==> src/rtl/ddrx_init_pkg.sv <==
// Shared types and constants for the DDR3 power-up/initialisation sequencer.
package ddrx_init_pkg;

  typedef enum logic [3:0] {
    ST_IDLE,
    ST_WAIT_PHY,
    ST_RST_HOLD,
    ST_CKE_WAIT,
    ST_XPR_WAIT,
    ST_MRS,
    ST_ZQCL,
    ST_ZQ_WAIT,
    ST_CALIB,
    ST_DONE
  } init_state_e;

  typedef struct packed {
    logic cs_n;
    logic ras_n;
    logic cas_n;
    logic we_n;
  } dfi_cmd_t;

  localparam dfi_cmd_t CMD_DES  = '{cs_n: 1'b1, ras_n: 1'b1, cas_n: 1'b1, we_n: 1'b1};
  localparam dfi_cmd_t CMD_MRS  = '{cs_n: 1'b0, ras_n: 1'b0, cas_n: 1'b0, we_n: 1'b0};
  localparam dfi_cmd_t CMD_ZQCL = '{cs_n: 1'b0, ras_n: 1'b1, cas_n: 1'b1, we_n: 1'b0};

  // A10 high selects ZQCL (long calibration) rather than ZQCS.
  localparam logic [15:0] ZQCL_ADDR = 16'h0400;

  // Mode registers go out in JEDEC init order: MR2, MR3, MR1, MR0.
  localparam logic [2:0] MR_ORDER [4] = '{3'd2, 3'd3, 3'd1, 3'd0};

  // Timer preload for a T-cycle dwell; T=0 is treated as a single cycle.
  function automatic int unsigned wait_load(input int unsigned t_cyc);
    return (t_cyc == 0) ? 0 : t_cyc - 1;
  endfunction

endpackage

==> src/rtl/init_wait_timer.sv <==
// Down-counting dwell timer: load a preload value, count to zero, flag expiry.
module init_wait_timer #(
  parameter int CNT_W = 18
) (
  input  logic             core_clk,
  input  logic             core_arstn,
  input  logic             load,
  input  logic [CNT_W-1:0] load_val,
  output logic             expired
);

  logic [CNT_W-1:0] count;

  // Load on request, otherwise decrement and park at zero.
  always_ff @(posedge core_clk or negedge core_arstn) begin
    if (!core_arstn) begin
      count <= '0;
    end else if (load) begin
      count <= load_val;
    end else if (count != '0) begin
      count <= count - CNT_W'(1);
    end
  end

  assign expired = (count == '0);

endmodule

==> src/rtl/dram_init_sequencer.sv <==
// DDR3 power-up/initialisation sequencer. Drives RESET#/CKE, MR2/MR3/MR1/MR0,
// ZQCL on the DFI command bus, then hands off to calibration.
// Build option: DDRX_INIT_FAST_SIM_EN shortens RESET# hold and CKE wait to 16 cycles.
//
// state        | meaning
// -------------+-------------------------------------------------------------
// ST_IDLE      | waiting for init_start
// ST_WAIT_PHY  | waiting for dfi_init_complete
// ST_RST_HOLD  | RESET# held low for the reset dwell
// ST_CKE_WAIT  | RESET# high, CKE low for the CKE dwell
// ST_XPR_WAIT  | CKE high, waiting tXPR before first MRS
// ST_MRS       | MRS issued on entry/re-trigger; dwell tMRD (tMOD after MR0)
// ST_ZQCL      | ZQCL on the bus this cycle
// ST_ZQ_WAIT   | waiting tZQinit
// ST_CALIB     | calib_start high until calib_done
// ST_DONE      | terminal; init_done high, bus idle
module dram_init_sequencer
  import ddrx_init_pkg::*;
#(
  parameter int unsigned T_RST_CYC    = 80000,
  parameter int unsigned T_CKE_CYC    = 200000,
  parameter int unsigned T_XPR_CYC    = 108,
  parameter int unsigned T_MRD_CYC    = 4,
  parameter int unsigned T_MOD_CYC    = 12,
  parameter int unsigned T_ZQINIT_CYC = 512,
  parameter int          CNT_W        = 18
) (
  input  logic        core_clk,
  input  logic        core_arstn,
  input  logic        init_start,
  input  logic        dfi_init_complete,
  input  logic [15:0] mr0,
  input  logic [15:0] mr1,
  input  logic [15:0] mr2,
  input  logic [15:0] mr3,
  input  logic        calib_done,
  output logic        calib_start,
  output logic        init_done,
  output logic        dfi_reset_n,
  output logic        dfi_cke,
  output logic        dfi_cs_n,
  output logic        dfi_ras_n,
  output logic        dfi_cas_n,
  output logic        dfi_we_n,
  output logic [2:0]  dfi_bank,
  output logic [15:0] dfi_address,
  output logic        dfi_odt
);

`ifdef DDRX_INIT_FAST_SIM_EN
  localparam int unsigned RST_EFF = 16;
  localparam int unsigned CKE_EFF = 16;
`else
  localparam int unsigned RST_EFF = T_RST_CYC;
  localparam int unsigned CKE_EFF = T_CKE_CYC;
`endif

  localparam logic [CNT_W-1:0] LD_RST = CNT_W'(wait_load(RST_EFF));
  localparam logic [CNT_W-1:0] LD_CKE = CNT_W'(wait_load(CKE_EFF));
  localparam logic [CNT_W-1:0] LD_XPR = CNT_W'(wait_load(T_XPR_CYC));
  localparam logic [CNT_W-1:0] LD_MRD = CNT_W'(wait_load(T_MRD_CYC));
  localparam logic [CNT_W-1:0] LD_MOD = CNT_W'(wait_load(T_MOD_CYC));
  localparam logic [CNT_W-1:0] LD_ZQ  = CNT_W'(wait_load(T_ZQINIT_CYC));

  init_state_e      state_q, state_d;
  logic [1:0]       mr_idx_q, mr_idx_d;
  logic             timer_load;
  logic [CNT_W-1:0] timer_val;
  logic             timer_expired;

  dfi_cmd_t         cmd_q, cmd_d;
  logic [2:0]       bank_q, bank_d;
  logic [15:0]      addr_q, addr_d;
  logic             reset_n_q, reset_n_d;
  logic             cke_q, cke_d;
  logic             calib_start_q, calib_start_d;
  logic             init_done_q, init_done_d;

  // MRS target for the next issue: index 0 when leaving XPR_WAIT, else the following slot.
  logic [1:0]       mrs_idx;
  logic [2:0]       mrs_bank;
  logic [15:0]      mrs_addr;

  init_wait_timer #(
    .CNT_W(CNT_W)
  ) u_wait_timer (
    .core_clk  (core_clk),
    .core_arstn(core_arstn),
    .load      (timer_load),
    .load_val  (timer_val),
    .expired   (timer_expired)
  );

  // Pick the bank and mode-register value for the MRS about to be issued.
  always_comb begin
    mrs_idx  = (state_q == ST_XPR_WAIT) ? mr_idx_q : mr_idx_q + 2'd1;
    mrs_bank = MR_ORDER[mrs_idx];
    mrs_addr = 16'h0000;
    case (mrs_bank)
      3'd0:    mrs_addr = mr0;
      3'd1:    mrs_addr = mr1;
      3'd2:    mrs_addr = mr2;
      3'd3:    mrs_addr = mr3;
      default: mrs_addr = 16'h0000;
    endcase
  end

  // Next-state, timer control and next registered output values.
  always_comb begin
    state_d       = state_q;
    mr_idx_d      = mr_idx_q;
    timer_load    = 1'b0;
    timer_val     = '0;
    cmd_d         = CMD_DES;
    bank_d        = 3'd0;
    addr_d        = 16'h0000;
    reset_n_d     = reset_n_q;
    cke_d         = cke_q;
    calib_start_d = 1'b0;
    init_done_d   = init_done_q;

    case (state_q)
      ST_IDLE: begin
        if (init_start) state_d = ST_WAIT_PHY;
      end
      ST_WAIT_PHY: begin
        if (dfi_init_complete) begin
          state_d    = ST_RST_HOLD;
          timer_load = 1'b1;
          timer_val  = LD_RST;
        end
      end
      ST_RST_HOLD: begin
        if (timer_expired) begin
          reset_n_d  = 1'b1;
          state_d    = ST_CKE_WAIT;
          timer_load = 1'b1;
          timer_val  = LD_CKE;
        end
      end
      ST_CKE_WAIT: begin
        if (timer_expired) begin
          cke_d      = 1'b1;
          state_d    = ST_XPR_WAIT;
          timer_load = 1'b1;
          timer_val  = LD_XPR;
        end
      end
      ST_XPR_WAIT: begin
        if (timer_expired) begin
          state_d    = ST_MRS;
          mr_idx_d   = mrs_idx;
          cmd_d      = CMD_MRS;
          bank_d     = mrs_bank;
          addr_d     = mrs_addr;
          timer_load = 1'b1;
          timer_val  = (mrs_idx == 2'd3) ? LD_MOD : LD_MRD;
        end
      end
      ST_MRS: begin
        if (timer_expired) begin
          // Index wraps 3->0 so a later re-run starts at MR2 again.
          mr_idx_d = mr_idx_q + 2'd1;
          if (mr_idx_q == 2'd3) begin
            state_d = ST_ZQCL;
            cmd_d   = CMD_ZQCL;
            addr_d  = ZQCL_ADDR;
          end else begin
            cmd_d      = CMD_MRS;
            bank_d     = mrs_bank;
            addr_d     = mrs_addr;
            timer_load = 1'b1;
            timer_val  = (mrs_idx == 2'd3) ? LD_MOD : LD_MRD;
          end
        end
      end
      ST_ZQCL: begin
        state_d    = ST_ZQ_WAIT;
        timer_load = 1'b1;
        timer_val  = LD_ZQ;
      end
      ST_ZQ_WAIT: begin
        if (timer_expired) begin
          state_d       = ST_CALIB;
          calib_start_d = 1'b1;
        end
      end
      ST_CALIB: begin
        if (calib_done) begin
          init_done_d = 1'b1;
          state_d     = ST_DONE;
        end else begin
          calib_start_d = 1'b1;
        end
      end
      ST_DONE: begin
        state_d = ST_DONE;
      end
      default: begin
        state_d = ST_IDLE;
      end
    endcase
  end

  // State, MRS index and all DFI/handshake outputs are registered here.
  always_ff @(posedge core_clk or negedge core_arstn) begin
    if (!core_arstn) begin
      state_q       <= ST_IDLE;
      mr_idx_q      <= 2'd0;
      cmd_q         <= CMD_DES;
      bank_q        <= 3'd0;
      addr_q        <= 16'h0000;
      reset_n_q     <= 1'b0;
      cke_q         <= 1'b0;
      calib_start_q <= 1'b0;
      init_done_q   <= 1'b0;
    end else begin
      state_q       <= state_d;
      mr_idx_q      <= mr_idx_d;
      cmd_q         <= cmd_d;
      bank_q        <= bank_d;
      addr_q        <= addr_d;
      reset_n_q     <= reset_n_d;
      cke_q         <= cke_d;
      calib_start_q <= calib_start_d;
      init_done_q   <= init_done_d;
    end
  end

  assign dfi_cs_n    = cmd_q.cs_n;
  assign dfi_ras_n   = cmd_q.ras_n;
  assign dfi_cas_n   = cmd_q.cas_n;
  assign dfi_we_n    = cmd_q.we_n;
  assign dfi_bank    = bank_q;
  assign dfi_address = addr_q;
  assign dfi_reset_n = reset_n_q;
  assign dfi_cke     = cke_q;
  assign dfi_odt     = 1'b0;
  assign calib_start = calib_start_q;
  assign init_done   = init_done_q;

endmodule

==> config.mk <==
export PLATFORM = sky130hd
export DESIGN_NAME = dram_init_sequencer
export DESIGN_NICKNAME = d
export VERILOG_FILES = /design/src/rtl/ddrx_init_pkg.sv /design/src/rtl/init_wait_timer.sv /design/src/rtl/dram_init_sequencer.sv
export SDC_FILE = /design/constraint.sdc
export NUM_CORES = 1
export LEC_CHECK = 0
export CAP_MARGIN = 30
export CORE_UTILIZATION = 46
export DETAILED_ROUTE_END_ITERATION = 8
export PLACE_DENSITY_LB_ADDON = 0.05
export SETUP_SLACK_MARGIN = 0.02
export SYNTH_ARGS = -nofsm -noshare
export SYNTH_HDL_FRONTEND = slang
export SYNTH_SLANG_ARGS = --single-unit
==> constraint.sdc <==
create_clock -name core_clk -period 2.9 [get_ports core_clk]
set_input_delay 0.725 -clock core_clk [delete_from_list [all_inputs] [get_ports core_clk]]
set_output_delay 0.725 -clock core_clk [all_outputs]
set_load 0.1 [all_outputs]
==> flow_metrics.py, run 1 <==
metrics = {
    "floorplan": {
        "rows": 28,
        "dieArea_sq_um": 6700,
        "initial_core_util_pct": 48.7,
        "die_w_microns": 81.8,
        "die_h_microns": 81.8,
        "core_area_sq_um": 6030,
        "pin_count": 97,
    },
    "sta": {
        "worst_slew_pin_slew_ns": 0.709,
        "clock-skew-final_ns": 0.00747,
        "hold_viol": 0,
        "slew_viol_final": 0,
        "setup_violations": 0,
        "rsz0062_at_grt": "no",
        "max_freq_ghz": 0.386,
        "min_period_over_period_pct": 89.2,
        "fin_ws_ns": 0.312,
        "tns_ns": 0,
        "relSlewSlack_pct": 52.7,
        "period_minus_slack_ns": 2.59,
    },
    "clocking": {
        "htree_levels": 2,
        "cts_resized": 0,
        "cts_buffer_depth": 2,
        "clock_latency_ns": 0.30,
        "clk_pin_slew_ns": 0.09,
        "post_cts_buffers": 0,
        "tritoncts": "yes",
        "numClockSinks": 48,
        "root_buffer": "clkbuf_8",
        "cts_hold_buffers": 0,
        "cts_buffers": 5,
    },
    "setup_path": {
        "critPathRequiredTime_ns": 3.12,
        "critPathLaunchType": "flop",
        "critical-path-top-delay-family": "simple AND/OR/NAND/NOR gates",
        "critPathSlowestCell": "or3b_2",
        "critical-path-max-stage-delay_ns": 0.57,
        "crit_path_end_kind": "flop",
        "crit_type": "flop to flop",
        "cp_max_fo": 18,
        "crit_arrival_ns": 2.81,
        "path_buf_inv": 1,
        "worstPathCellList": "inv_1, ha_1, or3b_2, or3_4, nor2_8, nand3_4, a21oi_1",
    },
    "power": {
        "clock_power_share_pct": 21.1,
        "swShare_pct": 34.5,
        "leakagePower_uw": 0.00171,
        "switchingPower_uw": 681,
        "power.share.combinational_pct": 33.1,
        "power.density_nw_per_um2": 501,
        "total_power_uw": 1970,
        "ir_drop_mv": 0.337,
        "internal-power_uw": 1290,
        "seqPwrFrac_pct": 45.8,
    },
    "synthesis": {
        "synth_seq_area_share_pct": 41.0,
        "synth_edf_count": 0,
        "synth_seq_cells": 48,
        "synth_ff_type": "dfrtp_1",
        "yosysWarnings": 0,
        "postSynthCellCount": 294,
        "avgSynthCellArea_sq_um": 9.98,
        "async_flop_share_pct": 100,
        "netlist_area_sq_um": 2930,
        "ys_types": 73,
    },
    "global_route": {
        "grt_max_degree": 32,
        "grtUsageTotal_pct": 24.5,
        "antenna_found_initial": 0,
        "grt_pass1_wl_mm": 12.3,
        "grt_pass1_vias": 2619,
        "grt.overflow.total": 0,
    },
    "placed_design": {
        "place_congestion": 0.848,
        "port_buffers": 94,
        "place_area_sq_um": 3850,
        "post-place-ws_ns": 0.302,
        "hpwl_mm": 5.77,
    },
    "cells_and_area": {
        "nNetsFinal": 456,
        "fin_util_pct": 65.4,
        "nFillCells": 513,
        "layout_common_cells": "clkdlybuf4s50_1, dfrtp_1, buf_4",
        "seqCellArea_sq_um": 1200,
        "area_growth_pct": 34.3,
        "layout_commonest_cell": "clkdlybuf4s50_1",
        "fin_area_sq_um": 3940,
        "drive_above_1_share_pct": 24.4,
        "multi_input_area_sq_um": 1570,
        "diodes": 0,
    },
    "status": {
        "status": "complete, no violations",
    },
    "route": {
        "vias_per_cell": 5.58,
        "drc_errors": 0,
        "routedWlPerCell_microns": 16.3,
        "vias": 2566,
        "final_antenna_net_count": 0,
        "wl_mm": 7.51,
        "first_pass_iters": 5,
        "first_iter_violations": 107,
    },
    "flow_run": {
        "maxCapViolCount": 0,
    },
    "worst_hold_path": {
        "hold_class": "primary input to asynchronous set/reset pin",
    },
}
final timing paths:
check,startpoint,depth (start not counted),slack [ns],endpoint
max in group asynchronous,core_arstn,2,1.74,dfi_cs_n$_DFF_PN1_
min in group core_clk,init_done$_DFFE_PN0P_,1,0.47,init_done$_DFFE_PN0P_
hold reg to reg,init_done$_DFFE_PN0P_,1,0.47,init_done$_DFFE_PN0P_
setup / recovery,u_wait_timer.count[0]$_DFFE_PN0P_,7,0.31,dfi_address[0]$_DFF_PN0_
setup reg to reg,u_wait_timer.count[0]$_DFFE_PN0P_,7,0.31,dfi_address[0]$_DFF_PN0_
hold / removal,core_arstn,1,0.45,dfi_cke$_DFFE_PN0P_
flip-flops by register name (all words and copies together), names as in the netlist:
register and cells:
calib_start 1, dfi_address 16, dfi_bank 2, dfi_cas_n 1, dfi_cke 1, dfi_cs_n 1, dfi_reset_n 1, init_done 1
mr_idx_q 2, state_q 4, u_wait_timer.count 18
power by group through the flow:
| stage | Sequential, uW | Combinational [uW] | Clock (uW) |
|---|---|---|---|
| floorplan | 887 | 469 | 0 |
| global placement | 907 | 632 | 0 |
| detailed placement | 912 | 647 | 0 |
| CTS | 901 | 652 | 426 |
| global route | 920 | 725 | 452 |
| finish | 904 | 653 | 416 |
worst reg2reg max path: cells and delay by family, from the launching register on:
| kind | cells | cell delay (ns) |
|---|---|---|
| and+or+nand+nor | 4 | 1.59 |
| DFF | 1 | 0.40 |
| AOI/OAI and AO/OA | 1 | 0.24 |
| adders and majority gates | 1 | 0.18 |
| buffers and inverters | 1 | 0.10 |
synth_stat cells (all sizes together) (3+ instances only):
cell type	count	area, sq um
xnor2	6	52.6
ha	3	37.5
and2	4	25.0
nor4	6	71.3
nor3	4	31.3
nor2b	4	25.0
a21oi	27	161
clkbuf	10	37.5
nand2	31	119
a31oi	3	18.8
o21ai	12	60.1
xor2	9	78.8
dfrtp	46	1150
nand2b	3	18.8
or3	4	31.3
mux2	17	191
nand3	6	47.6
a21o	3	22.5
a22oi	15	113
nor4b	3	32.5
inv	5	18.8
buf	14	114
nor2	16	83.8
or4	6	48.8
logic make-up (layout without fill, tap and decap cells):
| logic type | Yosys count | in the layout | synth area share [%] |
|---|---|---|---|
| xor+xnor | 15 | 15 | 4.48 |
| fa+ha+maj | 3 | 3 | 1.28 |
| buf+inv | 30 | 120 | 5.93 |
| flops | 48 | 48 | 41.0 |
| simple gates | 95 | 95 | 20.4 |
| other cells | 1 | 2 | 0.128 |
| mux | 19 | 19 | 7.21 |
| compound gates | 83 | 83 | 19.5 |
through the flow:
| step | std cells | hold WS [ns] |
|---|---|---|
| after floorplan | 295 | 0.429 |
| after global placement | 451 | 0.444 |
| after detailed placement | 452 | 0.451 |
| after CTS | 460 | 0.477 |
| after global routing | 460 | 0.490 |
| final | 460 | 0.454 |
cell type report:
type                    count  area share, %
clock buffers               6           2.10
clock inverters             2          0.254
inverters                   6          0.572
multi-input cells         217           39.8
flip-flops and latches     48           30.5
well taps                  75           2.38
repair buffers            106           24.4
per-layer routing:
metal	track usage [%]	wire length [microns]	part of all wire, %	up-vias
met5	0	0	0	-
met4	9.47	123	1.6	0
met2	41.1	3740	50	93
li1	-	-	-	1250
met1	29.1	3090	41	1211
met3	7.44	557	7.4	12
Power figures use the tool's default switching activity.
==> run 2: changes to the inputs <==
--- a/config.mk
+++ b/config.mk
@@ -6,6 +6,7 @@
 export NUM_CORES = 1
 export LEC_CHECK = 0
 export CAP_MARGIN = 30
+export CORE_MARGIN = 1
 export CORE_UTILIZATION = 46
 export DETAILED_ROUTE_END_ITERATION = 8
 export PLACE_DENSITY_LB_ADDON = 0.05
==> results of run 2 <==
No change in the layout: final DEF, timing and power equal those of run 1.
==> run 3: changes to the inputs <==
--- a/config.mk
+++ b/config.mk
@@ -10,7 +10,7 @@
 export CORE_UTILIZATION = 46
 export DETAILED_ROUTE_END_ITERATION = 8
 export PLACE_DENSITY_LB_ADDON = 0.05
-export SETUP_SLACK_MARGIN = 0.02
+export SETUP_SLACK_MARGIN = 0.05
 export SYNTH_ARGS = -nofsm -noshare
 export SYNTH_HDL_FRONTEND = slang
 export SYNTH_SLANG_ARGS = --single-unit
==> results of run 3 <==
No change in the layout: final DEF, timing and power equal those of run 1.
